### src/rtl/fetch_sequencer.sv
// fetch_sequencer: loads a program into a 32-word instruction memory, then
// fetches from it with a byte-address PC that honours stall, branch and halt.
module fetch_sequencer #(
    parameter logic [6:0]  RESET_PC  = 7'd0,
    parameter logic [31:0] HALT_WORD = 32'hFFFF_FFFF
) (
    input  logic        clk,
    input  logic        rst,
    input  logic        load_start,
    input  logic        load_valid,
    input  logic [31:0] load_data,
    input  logic        load_last,
    output logic        load_ready,
    input  logic        run_start,
    input  logic        stall,
    input  logic        branch_taken,
    input  logic [6:0]  branch_target,
    input  logic [31:0] instruction,
    output logic        mem_write_en,
    output logic        mem_mode,
    output logic [4:0]  mem_addr,
    output logic [31:0] mem_data,
    output logic [6:0]  pc,
    output logic        instr_valid,
    output logic [1:0]  state,
    output logic        load_overflow
);

    typedef enum logic [1:0] {
        ST_IDLE = 2'b00,
        ST_LOAD = 2'b01,
        ST_RUN  = 2'b10,
        ST_HALT = 2'b11
    } state_t;

    state_t      r_state;
    logic [6:0]  r_pc;
    logic [4:0]  r_load_ptr;
    logic        r_load_overflow;

    logic        w_accept;
    logic        w_is_halt;

    assign w_accept  = (r_state == ST_LOAD) && load_valid;
    assign w_is_halt = (instruction == HALT_WORD);

    // Sequencer state, PC, load pointer and sticky overflow flag.
    always_ff @(posedge clk or posedge rst) begin
        if (rst) begin
            r_state         <= ST_IDLE;
            r_pc            <= RESET_PC;
            r_load_ptr      <= 5'd0;
            r_load_overflow <= 1'b0;
        end else begin
            case (r_state)
                ST_IDLE, ST_HALT: begin
                    // A load request wins over a run request.
                    if (load_start) begin
                        r_state         <= ST_LOAD;
                        r_load_ptr      <= 5'd0;
                        r_load_overflow <= 1'b0;
                    end else if (run_start) begin
                        r_state <= ST_RUN;
                        r_pc    <= RESET_PC;
                    end else begin
                        r_state <= r_state;
                    end
                end
                ST_LOAD: begin
                    if (w_accept) begin
                        r_load_ptr <= r_load_ptr + 5'd1;
                        if (load_last) begin
                            r_state <= ST_IDLE;
                        end else if (r_load_ptr == 5'd31) begin
                            // Memory is full: the last slot ends the session.
                            r_state         <= ST_IDLE;
                            r_load_overflow <= 1'b1;
                        end else begin
                            r_state <= ST_LOAD;
                        end
                    end else begin
                        r_state <= ST_LOAD;
                    end
                end
                ST_RUN: begin
                    // Stall beats halt, halt beats branch, branch beats increment.
                    if (stall) begin
                        r_pc <= r_pc;
                    end else if (w_is_halt) begin
                        r_state <= ST_HALT;
                    end else if (branch_taken) begin
                        r_pc <= {branch_target[6:2], 2'b00};
                    end else begin
                        r_pc <= r_pc + 7'd4;
                    end
                end
                default: begin
                    r_state <= ST_IDLE;
                end
            endcase
        end
    end

    // Memory-side and status outputs decoded from the current state and inputs.
    always_comb begin
        load_ready   = 1'b0;
        mem_write_en = 1'b0;
        mem_mode     = 1'b0;
        mem_addr     = 5'd0;
        mem_data     = 32'd0;
        instr_valid  = 1'b0;
        case (r_state)
            ST_IDLE: begin
                mem_addr = 5'd0;
            end
            ST_LOAD: begin
                load_ready = 1'b1;
                mem_mode   = 1'b1;
                mem_addr   = r_load_ptr;
                if (w_accept) begin
                    mem_write_en = 1'b1;
                    mem_data     = load_data;
                end else begin
                    mem_write_en = 1'b0;
                end
            end
            ST_RUN: begin
                mem_addr    = r_pc[6:2];
                instr_valid = !stall;
            end
            ST_HALT: begin
                mem_addr = r_pc[6:2];
            end
            default: begin
                mem_addr = 5'd0;
            end
        endcase
    end

    assign pc            = r_pc;
    assign state         = r_state;
    assign load_overflow = r_load_overflow;

endmodule

### config.mk
export PLATFORM = sky130hd
export DESIGN_NAME = fetch_sequencer
export DESIGN_NICKNAME = d
export VERILOG_FILES = /design/src/rtl/fetch_sequencer.sv
export SDC_FILE = /design/constraint.sdc
export NUM_CORES = 1
export LEC_CHECK = 0
export CORE_ASPECT_RATIO = 0.9
export CORE_MARGIN = 1
export CORE_UTILIZATION = 30
export DETAILED_ROUTE_END_ITERATION = 12
export GPL_TIMING_DRIVEN = 0
export PLACE_DENSITY = 0.8
export SLEW_MARGIN = 0
export SYNTH_ARGS = -nofsm -noshare
export SYNTH_HDL_FRONTEND = slang
export SYNTH_SLANG_ARGS = --single-unit
export TNS_END_PERCENT = 50
### constraint.sdc
create_clock -name clk -period 2.5 [get_ports clk]
set_clock_uncertainty 0.1 [all_clocks]
set_input_delay 0.625 -clock clk [delete_from_list [all_inputs] [get_ports clk]]
set_output_delay 0.625 -clock clk [all_outputs]
set_load 0.01 [all_outputs]
==> impl_metrics.yaml, run 1 <==
status:
  status: "complete, no violations"
sta:
  holdWs_ns: 0.473
  finalHoldViolations: 0
  period_needed_ns: 2.45
  period_share_pct: 98.0
  relSlewSlack_pct: 59.9
  rsz0062_at_grt: "yes"
  finalMaxSlewViolations: 0
  finalSetupViolCount: 0
  clock.fmax_mhz: 408
  tightestPinTransition_ns: 0.600
placed_design:
  gp_congestion: 0.829
  portBuffers: 123
  dp_hpwl_um: 4350
  place_area_um2: 2670
finish:
  layout_common_cells: "clkdlybuf4s50_1 (84), and3_1 (33), dfrtp_1 (13)"
  n_fill_cell: 390
  drive_above_1_share_pct: 16.6
  layout_commonest_cell: "clkdlybuf4s50_1"
  final_util_pct: 66.0
  diodes: 0
  fin_area_um2: 2780
  area_delta_synth_final_pct: 104
  nNetsFinal: 394
power_and_ir_drop:
  ir_worst_vdd_mv: 0.556
  sw_frac_of_total_pct: 43.2
  power.density_nw_per_um2: 756
  combPwrFrac_pct: 72.0
  static-leakage-power_nw: 1.34
  power.total_mw: 2.10
  clkPwrFrac_pct: 9.4
  pwr-share-seq_pct: 18.7
  p_sw_mw: 0.908
  power.internal_mw: 1.19
yosys:
  synth_ff_type: "dfrtp_1"
  ys_types: 39
  ys_ff_latch: 13
  yosysWarnings: 0
  synth-seq-area-share_pct: 23.9
  synth_edf_count: 0
  ys_async_sr_fraction_pct: 100
  syn_area_per_cell_um2: 7.82
  synthCells: 174
  syn_area_um2: 1360
drt:
  first_pass_iters: 4
  wl_per_cell_um: 14.9
  vias: 1866
  drtIter0Drc: 123
  drc: 0
  ant_nets: 0
  totalWireLength_um: 5470
  via_per_inst: 5.07
grt:
  grt_first_pass_wirelength_um: 8470
  antenna_found_initial: 0
  grt_usage_pct: 22.8
  grt_pass1_vias: 1671
  grt-ovfl-total: 0
  grt_max_degree: 14
die:
  rows: 22
  core_um2: 4210
  io_pins: 130
  die_height_um: 65.9
  die-area_um2: 4810
  initial_core_util_pct: 32.3
  chipWidth_um: 73.0
worst_hold_path:
  min_path_type: "reg -> reg"
  hold-path-cell-count: 2
  holdCritStartpoint: "load_overflow$_DFFE_PP0P_"
  min_delay_worst_endpoint: "load_overflow$_DFFE_PP0P_"
setup_path:
  worstPathArrival_ns: 1.73
  crit_required_ns: 1.77
  crit_family: "buffers and inverters"
  worst-path-stages: 3
  endpoint_kind: "primary output"
  path_class: "in -> out"
  start_kind: "input port"
  max_stage_delay_ns: 0.54
  reg2reg_to: "pc[4]$_DFFE_PP0P_"
  r2r-start: "state[0]$_DFFE_PP0P_"
  critPathMaxFanout: 4
  rrSetupSlack_ns: 0.21
  rr_worst_depth: 5
  crit_chain: "clkdlybuf4s50_1 > and2b_2 > dlygate4sd2_1"
  critical-path-slowest-cell: "clkdlybuf4s50_1"
  worst-path-buf-inv: 2
clock_tree:
  cts_root_buffer: "clkbuf_8"
  clk_latency_ns: 0.24
  clockBufferDepth: 2
  cts_tree: "built"
  htreeDepth: 1
  clkTransAtPathRegs_ns: 0.06
  cts_buffers: 3
  cts.sinks: 13
job:
  maxCapViolCount: 0
## worst max path at each step
stage / from / endpoint / slack, ns
after floorplan: state[1]$_DFFE_PP0P_ / mem_addr[2] / 0.03
after global placement: load_valid / mem_data[17] / -0.92
after detailed placement: load_valid / mem_data[17] / -0.94
after CTS: state[1]$_DFFE_PP0P_ / mem_data[13] / 0.0009
after global routing: state[1]$_DFFE_PP0P_ / mem_data[2] / -0.03
final: stall / instr_valid / 0.05
## logic make-up after synthesis
kind of cell	share of synthesized area, %
muxes	3.04
AOI/OAI and AO/OA	21.6
other	0.276
adders and majority gates	5.52
DFF	23.9
buffers and inverters	7.91
and+or+nand+nor	37.7
## tightest hold or removal path: cells and delay by family, from the launching register on
family,cells,cell delay (ns)
flip-flops,1,0.37
AO/OA/AOI/OAI,2,0.16
## power groups by stage
stage | combinational [mW] | clock (mW) | sequential, mW
2_1_floorplan | 0.707 | 0 | 0.383
3_3_place_gp | 1.36 | 0 | 0.383
3_5_place_dp | 1.37 | 0 | 0.384
4_1_cts | 1.43 | 0.196 | 0.384
5_1_grt | 1.64 | 0.213 | 0.406
6_report | 1.51 | 0.197 | 0.392
## layout make-up
class | instances | area [um^2] | area share [%]
clock buffers | 4 | 45.0 | 1.62
flip-flops and latches | 13 | 325 | 11.7
well taps | 60 | 75.1 | 2.70
multi-input cells | 137 | 952 | 34.3
plain buffers | 15 | 125 | 4.50
inverters | 10 | 37.5 | 1.35
repair buffers | 129 | 1220 | 43.9
## timing repair
action,CTS,global route
buffers inserted,2,4
cloned,0,0
endpoints found under the setup margin,42,38
gates resized for setup,84,30
hold buffers,0,0
## registers in the layout, summed over array words and instances (netlist names)
name / cells
r_load_ptr: 5
state: 2
load_overflow: 1
pc: 5
## layer usage
layer	track usage (%)	wire, um	vias up
li1	-	-	924
met1	31.0	2430	884
met2	39.3	2770	52
met3	3.51	238	6
met4	1.72	34	0
met5	0	0	-
## metrics by stage
step | cells | TNS, ns | setup WS, ns
floorplan | 175 | 0 | 0.0314
global placement | 358 | -28.36 | -0.916
detailed placement | 358 | -29.85 | -0.936
CTS | 364 | 0 | 0.000894
global route | 368 | -0.109 | -0.0253
finish | 368 | 0 | 0.0496
## synthesized netlist by cell type (2+ instances only)
master / n / area share, %
a22oi_1: 5 / 2.8
ha_1: 6 / 5.5
a21oi_1: 7 / 2.6
a31oi_1: 2 / 0.92
mux2i_1: 3 / 2.2
nand3b_1: 2 / 1.1
o32ai_1: 3 / 1.9
a222oi_1: 2 / 1.5
nor3_1: 7 / 2.6
a211oi_1: 3 / 1.7
buf_2: 2 / 0.74
and3_1: 33 / 15
clkbuf_1: 10 / 2.8
a21o_1: 2 / 1.1
o21ai_0: 5 / 1.8
nand2_1: 7 / 1.9
buf_4: 3 / 1.7
a22o_1: 4 / 2.6
nand3_1: 4 / 1.5
dfrtp_1: 13 / 24
nand2b_1: 2 / 0.92
inv_1: 10 / 2.8
nand4_1: 9 / 4.1
nor4_4: 2 / 3.1
nor2b_1: 5 / 2.3
nor2_1: 9 / 2.5
o22ai_1: 2 / 0.92
Power figures use the tool's default switching activity.
==> inputs of run 2 (changes only) <==
- ABC_AREA: not set -> 0
==> results of run 2 <==
No change in the layout: final DEF, timing and power equal those of run 1.
==> inputs of run 3 (changes only) <==
- SETUP_SLACK_MARGIN: not set -> 0.1
==> run 3 against run 2 <==
Against the previous run: worst setup slack worse by 0.017 ns; clock power about the same; routed wire length unchanged; core utilization down 0.68 points; combinational power about the same; die area unchanged; design area down 1.0%.
==> impl_metrics.yaml, run 3 (same netlist as run 1, synthesis figures left out) <==
status:
  status: "complete, no violations"
die:
  rows: 22
  initial_core_util_pct: 32.3
  die_height_um: 65.9
  io_pins: 130
  die-area_um2: 4810
  chipWidth_um: 73.0
  core_um2: 4210
clock_tree:
  htreeDepth: 1
  cts_buffers: 3
  clk_latency_ns: 0.25
  cts_tree: "built"
  cts.sinks: 13
  clockBufferDepth: 2
  clkTransAtPathRegs_ns: 0.06
  cts_root_buffer: "clkbuf_8"
grt:
  antenna_found_initial: 0
  grt-ovfl-total: 0
  grt_first_pass_wirelength_um: 8340
  grt_pass1_vias: 1711
  grt_usage_pct: 22.3
  grt_max_degree: 14
finish:
  area_delta_synth_final_pct: 102
  nNetsFinal: 396
  drive_above_1_share_pct: 21.3
  n_fill_cell: 393
  layout_commonest_cell: "clkdlybuf4s50_1"
  layout_common_cells: "clkdlybuf4s50_1 (84), and3_1 (33), buf_2 (13), dfrtp_1 (13), clkbuf_2 (13)"
  diodes: 0
sta:
  tns_ns: 0
  tightestPinTransition_ns: 0.589
  finalHoldViolations: 0
  finalSetupViolCount: 0
  finalMaxSlewViolations: 0
  rsz0062_at_grt: "yes"
  clock.fmax_mhz: 405
  relSlewSlack_pct: 60.6
  period_needed_ns: 2.47
  period_share_pct: 98.7
placed_design:
  gp_congestion: 0.840
  dp_hpwl_um: 4380
  portBuffers: 123
setup_path:
  worstPathArrival_ns: 1.74
  critPathMaxFanout: 4
  endpoint_kind: "primary output"
  crit_chain: "clkdlybuf4s50_1 > and2b_2 > dlygate4sd2_1"
  max_stage_delay_ns: 0.55
  start_kind: "input port"
  crit_required_ns: 1.77
  path_class: "in -> out"
  rrSetupSlack_ns: 0.21
  critical-path-slowest-cell: "clkdlybuf4s50_1"
power_and_ir_drop:
  combPwrFrac_pct: 72.5
  ir_worst_vdd_mv: 0.371
  power.total_mw: 2.12
  sw_frac_of_total_pct: 42.7
  power.internal_mw: 1.22
  static-leakage-power_nw: 1.33
  p_sw_mw: 0.907
  pwr-share-seq_pct: 18.2
  clkPwrFrac_pct: 9.3
  power.density_nw_per_um2: 773
drt:
  drc: 0
  first_pass_iters: 5
  drtIter0Drc: 138
  ant_nets: 0
  totalWireLength_um: 5470
  vias: 1812
  wl_per_cell_um: 14.8
  via_per_inst: 4.90
job:
  maxCapViolCount: 0
worst_hold_path:
  min_path_type: "reg -> reg"
[run 3: cell types whose count changed in the layout (fill, tap and decap cells not counted), sizes merged]
cell           before  now
clkdlybuf4s15      17   13
dlygate4sd2        12    2
buf                15   27
clkbuf             20   24
[run 3: path summary, 6_finish.rpt]
kind | cells past startpoint | startpoint | to
setup / recovery | 3 | stall | instr_valid
hold / removal | 2 | load_overflow$_DFFE_PP0P_ | load_overflow$_DFFE_PP0P_
setup reg to reg | 5 | state[0]$_DFFE_PP0P_ | pc[4]$_DFFE_PP0P_
hold reg to reg | 2 | load_overflow$_DFFE_PP0P_ | load_overflow$_DFFE_PP0P_
max in group asynchronous | 2 | rst | state[1]$_DFFE_PP0P_
min in group asynchronous | 2 | rst | r_load_ptr[2]$_DFFE_PP0P_
[run 3: critical path: cells and delay by family]
kind / cells / cell delay [ns]
and+or+nand+nor: 1 / 0.27
buffers and inverters: 2 / 0.84
[run 3: power by group through the flow]
stage,Sequential (mW),Combinational (mW),Clock (mW)
5_1_grt,0.399,1.66,0.207
3_5_place_dp,0.381,1.38,0
6_report,0.386,1.54,0.198
4_1_cts,0.383,1.51,0.196
2_1_floorplan,0.383,0.710,0
3_3_place_gp,0.381,1.35,0
[run 3: layer usage]
layer | share of wire [%] | up-vias | track usage (%)
met5 | 0 | - | 0
li1 | - | 923 | -
met3 | 3.2 | 4 | 3.66
met1 | 47 | 835 | 31.4
met4 | 0.31 | 0 | 3.19
met2 | 50 | 50 | 36.4
[run 3: cell type report]
type / instances / area, um^2 / area share (%)
plain buffers: 15 / 144 / 5.23
clock buffers: 4 / 45.0 / 1.64
inverters: 10 / 37.5 / 1.36
multi-input cells: 137 / 947 / 34.4
flip-flops and latches: 13 / 325 / 11.8
well taps: 60 / 75.1 / 2.73
repair buffers: 131 / 1180 / 42.8
[run 3: what timing repair did]
action                     in CTS  in global routing
pin swaps                       0                  1
setup endpoints to repair      46                 41
gates resized for setup       119                 30
hold buffers                    0                  0
buffers inserted                6                  2
[run 3: per-stage QoR]
stage | hold slack, ns | setup slack [ns] | cells | instance area, um^2 | utilization, %
final | 0.464 | 0.0329 | 370 | 2750 | 65.3
after global routing | 0.515 | 0.0107 | 370 | 2750 | 65.3
after CTS | 0.467 | 0.0504 | 368 | 2840 | 67.4
after detailed placement | 0.454 | -0.862 | 358 | 2670 | 63.5
after global placement | 0.443 | -0.863 | 358 | 2670 | 63.5
after floorplan | 0.402 | 0.117 | 175 | 1370 | -
